--- src/rtl/seq_mul_pkg.sv ---
// Shared definitions for the sequential shift-add multiplier:
// controller state encoding and the default operand width.
package seq_mul_pkg;

    // Default operand width in bits (legal range 2..32).
    localparam int SEQ_MUL_WIDTH_DEF = 32'sd8;

    // Controller states, 2-bit encoding.
    typedef enum logic [1:0] {
        IDLE   = 2'd0,
        LOAD_B = 2'd1,
        CALC   = 2'd2,
        DONE   = 2'd3
    } seq_mul_state_e;

endpackage

--- src/rtl/seq_mul_datapath.sv ---
// Shift-add datapath: operand registers, WIDTH+1-bit adder, 2*WIDTH-bit
// accumulator/shifter, iteration counter and the product register.
// Optional feature macro: SEQ_MUL_SIGNED_EN (two's-complement operation;
// operands are kept as magnitudes and the product is negated on the last
// iteration when the operand signs differ).
module seq_mul_datapath import seq_mul_pkg::*; #(
    parameter int WIDTH = SEQ_MUL_WIDTH_DEF,
    parameter int CNT_W = $clog2(WIDTH + 1)
) (
    input  logic                 clk,
    input  logic                 reset_n,
    input  logic                 load_a,
    input  logic                 load_b,
    input  logic                 step,
    input  logic [WIDTH-1:0]     data_in,
    output logic                 last_iter,
    output logic [2*WIDTH-1:0]   product
);

    logic [WIDTH-1:0]   mcand_q, mcand_d;
    logic [WIDTH-1:0]   mplier_q, mplier_d;
    logic [2*WIDTH-1:0] acc_q, acc_d;
    logic [CNT_W-1:0]   cnt_q, cnt_d;
    logic [2*WIDTH-1:0] product_q, product_d;

    logic [WIDTH:0]     addend_s;
    logic [WIDTH:0]     sum_s;
    logic [2*WIDTH:0]   wide_s;
    logic [2*WIDTH-1:0] shifted_s;
    logic [2*WIDTH-1:0] result_s;
    logic [WIDTH-1:0]   mag_in_s;

`ifdef SEQ_MUL_SIGNED_EN
    logic sign_a_q, sign_a_d;
    logic sign_b_q, sign_b_d;

    // Magnitude of a two's-complement operand; the most negative value
    // maps to 2^(WIDTH-1), which still fits as an unsigned WIDTH-bit value.
    function automatic logic [WIDTH-1:0] magnitude(input logic [WIDTH-1:0] v);
        logic [WIDTH-1:0] m;
        if (v[WIDTH-1]) begin
            m = ~v + {{(WIDTH-1){1'b0}}, 1'b1};
        end else begin
            m = v;
        end
        return m;
    endfunction
`endif

    // Adder, shifter, final-result shaping and next-state of all datapath registers.
    always_comb begin
        mcand_d   = mcand_q;
        mplier_d  = mplier_q;
        acc_d     = acc_q;
        cnt_d     = cnt_q;
        product_d = product_q;

`ifdef SEQ_MUL_SIGNED_EN
        sign_a_d  = sign_a_q;
        sign_b_d  = sign_b_q;
        mag_in_s  = magnitude(data_in);
`else
        mag_in_s  = data_in;
`endif

        if (mplier_q[0]) begin
            addend_s = {1'b0, mcand_q};
        end else begin
            addend_s = {(WIDTH+1){1'b0}};
        end

        // Upper-half add keeps its carry; the {carry, acc} pair shifts right by one.
        sum_s     = {1'b0, acc_q[2*WIDTH-1:WIDTH]} + addend_s;
        wide_s    = {sum_s, acc_q[WIDTH-1:0]};
        shifted_s = (2*WIDTH)'(wide_s >> 1'b1);

`ifdef SEQ_MUL_SIGNED_EN
        if (sign_a_q ^ sign_b_q) begin
            result_s = ~shifted_s + {{(2*WIDTH-1){1'b0}}, 1'b1};
        end else begin
            result_s = shifted_s;
        end
`else
        result_s = shifted_s;
`endif

        last_iter = (cnt_q == CNT_W'(WIDTH - 1));

        if (load_a) begin
            mcand_d   = mag_in_s;
            product_d = {(2*WIDTH){1'b0}};
`ifdef SEQ_MUL_SIGNED_EN
            sign_a_d  = data_in[WIDTH-1];
`endif
        end else if (load_b) begin
            mplier_d  = mag_in_s;
            acc_d     = {(2*WIDTH){1'b0}};
            cnt_d     = {CNT_W{1'b0}};
`ifdef SEQ_MUL_SIGNED_EN
            sign_b_d  = data_in[WIDTH-1];
`endif
        end else if (step) begin
            acc_d    = shifted_s;
            mplier_d = mplier_q >> 1'b1;
            cnt_d    = cnt_q + {{(CNT_W-1){1'b0}}, 1'b1};
            if (last_iter) begin
                product_d = result_s;
            end else begin
                product_d = product_q;
            end
        end else begin
            acc_d = acc_q;
        end
    end

    // Datapath registers; any reset aborts the multiplication in flight.
    always_ff @(posedge clk or negedge reset_n) begin
        if (!reset_n) begin
            mcand_q   <= {WIDTH{1'b0}};
            mplier_q  <= {WIDTH{1'b0}};
            acc_q     <= {(2*WIDTH){1'b0}};
            cnt_q     <= {CNT_W{1'b0}};
            product_q <= {(2*WIDTH){1'b0}};
`ifdef SEQ_MUL_SIGNED_EN
            sign_a_q  <= 1'b0;
            sign_b_q  <= 1'b0;
`endif
        end else begin
            mcand_q   <= mcand_d;
            mplier_q  <= mplier_d;
            acc_q     <= acc_d;
            cnt_q     <= cnt_d;
            product_q <= product_d;
`ifdef SEQ_MUL_SIGNED_EN
            sign_a_q  <= sign_a_d;
            sign_b_q  <= sign_b_d;
`endif
        end
    end

    assign product = product_q;

endmodule

--- src/rtl/seq_multiplier.sv ---
// Sequential shift-add multiplier top: controller FSM with registered
// busy/done status driving seq_mul_datapath.
// Optional feature macro: SEQ_MUL_SIGNED_EN (two's-complement operands/product,
// handled entirely inside the datapath; latency is identical).
module seq_multiplier import seq_mul_pkg::*; #(
    parameter int WIDTH = SEQ_MUL_WIDTH_DEF,
    parameter int CNT_W = $clog2(WIDTH + 1)
) (
    input  logic                 clk,
    input  logic                 reset_n,
    input  logic                 start,
    input  logic [WIDTH-1:0]     data_in,
    output logic [2*WIDTH-1:0]   product,
    output logic                 done,
    output logic                 busy
);

    seq_mul_state_e state_q, state_d;
    logic busy_q, busy_d;
    logic done_q, done_d;
    logic load_a_s, load_b_s, step_s, last_iter_s;

    // Next-state logic, datapath controls and next values of the status flags.
    always_comb begin
        state_d  = state_q;
        load_a_s = 1'b0;
        load_b_s = 1'b0;
        step_s   = 1'b0;
        case (state_q)
            IDLE: begin
                if (start) begin
                    load_a_s = 1'b1;
                    state_d  = LOAD_B;
                end else begin
                    state_d  = IDLE;
                end
            end
            LOAD_B: begin
                // data_in carries B here, so start is not looked at.
                load_b_s = 1'b1;
                state_d  = CALC;
            end
            CALC: begin
                step_s = 1'b1;
                if (last_iter_s) begin
                    state_d = DONE;
                end else begin
                    state_d = CALC;
                end
            end
            DONE: begin
                if (start) begin
                    load_a_s = 1'b1;
                    state_d  = LOAD_B;
                end else begin
                    state_d  = DONE;
                end
            end
            default: begin
                state_d = IDLE;
            end
        endcase
        busy_d = (state_d == LOAD_B) || (state_d == CALC);
        done_d = (state_d == DONE);
    end

    // Controller state and registered status outputs.
    always_ff @(posedge clk or negedge reset_n) begin
        if (!reset_n) begin
            state_q <= IDLE;
            busy_q  <= 1'b0;
            done_q  <= 1'b0;
        end else begin
            state_q <= state_d;
            busy_q  <= busy_d;
            done_q  <= done_d;
        end
    end

    seq_mul_datapath #(
        .WIDTH (WIDTH),
        .CNT_W (CNT_W)
    ) u_datapath (
        .clk       (clk),
        .reset_n   (reset_n),
        .load_a    (load_a_s),
        .load_b    (load_b_s),
        .step      (step_s),
        .data_in   (data_in),
        .last_iter (last_iter_s),
        .product   (product)
    );

    assign busy = busy_q;
    assign done = done_q;

endmodule

--- config.mk ---
export PLATFORM = sky130hd
export DESIGN_NAME = seq_multiplier
export DESIGN_NICKNAME = d
export VERILOG_FILES = /design/src/rtl/seq_mul_pkg.sv /design/src/rtl/seq_mul_datapath.sv /design/src/rtl/seq_multiplier.sv
export SDC_FILE = /design/constraint.sdc
export NUM_CORES = 1
export LEC_CHECK = 0
export CAP_MARGIN = 20
export CORE_UTILIZATION = 51
export DETAILED_ROUTE_END_ITERATION = 12
export PLACE_DENSITY = 0.8
export SYNTH_ARGS = -nofsm -noshare
export SYNTH_HDL_FRONTEND = slang
export SYNTH_SLANG_ARGS = --single-unit
--- constraint.sdc ---
create_clock -name clk -period 3.01 [get_ports clk]
set_clock_uncertainty 0.15 [all_clocks]
set_input_delay 0.301 -clock clk [delete_from_list [all_inputs] [get_ports clk]]
set_output_delay 0.301 -clock clk [all_outputs]
set_load 0.02 [all_outputs]
==> results.py <==
metrics = {
    "pwr": {
        "p_clk_share_pct": 10.1,
        "p_seq_share_pct": 34.8,
        "swShare_pct": 40.7,
        "powerDensity_nw_per_um2": 1210,
        "peakVddDrop_uv": 636,
        "fin_total_pwr_uw": 3620,
        "power.leakage_uw": 0.00134,
        "p_int_uw": 2140,
        "p_sw_uw": 1470,
        "p_comb_share_pct": 55.1,
    },
    "setup_path": {
        "cp-end-kind": "flop",
        "r2r_slack_ns": 0.59,
        "r2r_end": "u_datapath.product[15]",
        "critPathLaunch": "u_datapath.mplier_q[0]",
        "rr_worst_depth": 7,
        "reg2reg_from": "u_datapath.mplier_q[0]",
        "cp_max_fo": 9,
        "arrival_ns": 2.47,
        "critPathKind": "reg -> reg",
        "crit_required_ns": 3.06,
        "crit_end": "u_datapath.product[15]",
        "crit_path_start_kind": "flop",
    },
    "job": {
        "cap_viol_max_count": 0,
    },
    "floorplanning": {
        "core_area_um2": 4750,
        "die_y_um": 72.7,
        "initial_core_util_pct": 53.7,
        "die-area_um2": 5290,
        "num_rows": 25,
        "die_w_um": 72.7,
        "num_io_pins": 29,
    },
    "timing": {
        "setup_viol": 0,
        "tightest_slew_ns": 0.569,
        "fin_crit_sh_pct": 80.4,
        "rsz0062_at_grt": "false",
        "fin_crit_ns": 2.42,
        "tns_ns": 0,
        "hold_viol": 0,
        "slew_violations": 0,
        "holdWs_ns": 0.331,
        "relSlewSlack_pct": 62.0,
        "max_freq_mhz": 413,
    },
    "hold_path": {
        "min_path_type": "in -> async",
    },
    "synth": {
        "yosys_register_bits": 55,
        "synth_edf_count": 0,
        "synth_top_area_share_pct": 53.9,
        "async_reset_ff_share_pct": 100,
        "yosysSeqAreaShare_pct": 53.9,
        "yosysUniqueCellTypes": 39,
        "netlist_instances": 219,
        "synth.avg_cell_area_um2": 11.7,
        "yosysMostFrequentCell": "dfrtp_1",
        "synthesis.nets": 245,
        "synth.largest_area_cell": "dfrtp_1",
        "synth_commonest_cells": "dfrtp_1 (55), a21oi_1 (14), ha_1 (14), nor2_1 (12)",
        "synth_area_leaders": "dfrtp_1 (54%), ha_1 (6.9%), mux2_2 (4.0%)",
        "ys.flop_type": "dfrtp_1",
        "yosys_warnings": 0,
        "synthesis.area_um2": 2550,
    },
    "drt": {
        "drcViolationCount": 0,
        "wl_per_cell_um": 13.8,
        "ant_nets": 0,
        "vias": 1725,
        "via_per_inst": 5.44,
        "drt_wl_total_mm": 4.36,
        "drt_first_iter_violations": 72,
        "dr.pass1.iters": 4,
    },
    "grt": {
        "grt_antenna_before_repair": 0,
        "grt_overflow": 0,
        "grt_max_degree": 35,
        "grt_pass1_vias": 1670,
        "grt_pass1_wl_mm": 7.76,
        "grt_use_total_pct": 19.3,
    },
    "clocking": {
        "clk_pin_slew_worst_paths_ns": 0.09,
        "postCtsResizedCells": 0,
        "cts_tree": "built",
        "cts_sinks": 55,
        "numCtsBuffers": 5,
        "htreeDepth": 2,
        "clockRootBuffer": "clkbuf_8",
        "clock_path_buffers": 2,
        "clk_latency_ns": 0.30,
    },
    "layout": {
        "drive_gt1_share_pct": 10.8,
        "antenna_cells": 0,
        "synthToLayoutAreaGrowth_pct": 17.1,
        "layout.nets": 277,
    },
    "placed_design": {
        "place_congestion": 0.875,
        "portBuffers": 28,
        "hpwl_mm": 3.27,
    },
    "outcome": {
        "outcome": "finished, final reports clean",
    },
}
-- placed cells by master, fill, tap and decap left out, types with 3 or more instances in the layout --
cell type        Yosys  layout
dfrtp_1             55      55
clkdlybuf4s50_1      0      27
a21oi_1             14      14
ha_1                14      14
nor2_1              12      12
a22o_1              11      11
nand2_1             11      11
mux2_2               9       9
and2_1               8       8
inv_1                8       8
mux2i_1              8       8
o21ai_0              7       7
o31ai_1              7       7
o2bb2ai_1            6       6
nand3_1              6       6
buf_4                2       6
clkbuf_8             0       5
a21o_1               4       4
nor2b_1              4       4
a31o_2               3       3
a32o_1               3       3
-- power by group through the flow --
stage          clock [µW]  sequential (µW)  combinational, µW
2_1_floorplan           0             1340               1380
3_3_place_gp            0             1260               1950
3_5_place_dp            0             1270               2010
4_1_cts               377             1260               2020
5_1_grt               407             1300               2240
6_report              364             1260               1990
-- critical path, cell delays in order, from the launching register on --
cell,delay [ns]
dfrtp_1,0.44
and2_1,0.16
ha_1,0.20
fa_1,0.42
a21o_1,0.20
a221oi_1,0.35
o21ai_0,0.19
a22o_1,0.22
-- per-stage QoR --
stage                     cell area, µm²  utilization (%)  std cells  worst slack (ns)
after detailed placement            2910             61.1        310             0.586
after floorplan                     2550                -        219             0.755
after global routing                2990             62.9        317             0.392
final                               2990             62.9        317             0.589
after CTS                           2990             62.9        317             0.576
after global placement              2910             61.1        310             0.640
-- worst min path at each step --
stage | start | endpoint | slack [ns] | depth (start not counted)
final | reset_n | busy | 0.33 | 2
after global routing | reset_n | busy | 0.38 | 2
after CTS | reset_n | busy | 0.34 | 2
after detailed placement | reset_n | busy | 0.13 | 1
after global placement | reset_n | done | 0.13 | 1
after floorplan | reset_n | busy | -0.14 | 0
-- repair_timing --
item	4_1_cts	5_1_grt
hold buffers	1	0
endpoints found under the setup margin	0	0
setup buffers	0	0
endpoints found under the hold margin	21	0
-- area by class of cell --
class / count / area [µm²]
Multi-Input combinational cell: 145 / 1090
Tap cell: 67 / 83.8
Timing Repair Buffer: 35 / 330
Clock buffer: 6 / 72.6
Fill cell: 394 / 1770
Sequential cell: 55 / 1380
Inverter: 9 / 33.8
-- layer usage --
layer	part of all wire [%]	up-vias	global-route usage, %
met2	47	27	30.8
met1	48	836	26.0
li1	-	855	-
met4	2.0	0	8.50
met5	0	-	0
met3	2.9	7	3.31
-- sequential cells by signal, summed over array words and instances (netlist names) --
register,count
u_datapath.product,16
u_datapath.acc_q,15
done,1
busy,1
u_datapath.mplier_q,8
state_q,2
u_datapath.mcand_q,8
u_datapath.cnt_q,4
-- logic make-up after synthesis --
kind of cell / count (synthesis) / synth area share (%)
buffers and inverters: 19 / 3.28
xor gates and xnor gates: 4 / 1.37
DFF: 55 / 53.9
AOI/OAI and AO/OA: 60 / 17.1
adders and majority gates: 15 / 7.65
and+or+nand+nor: 49 / 9.61
muxes: 17 / 7.11
Power figures use the tool's default switching activity.
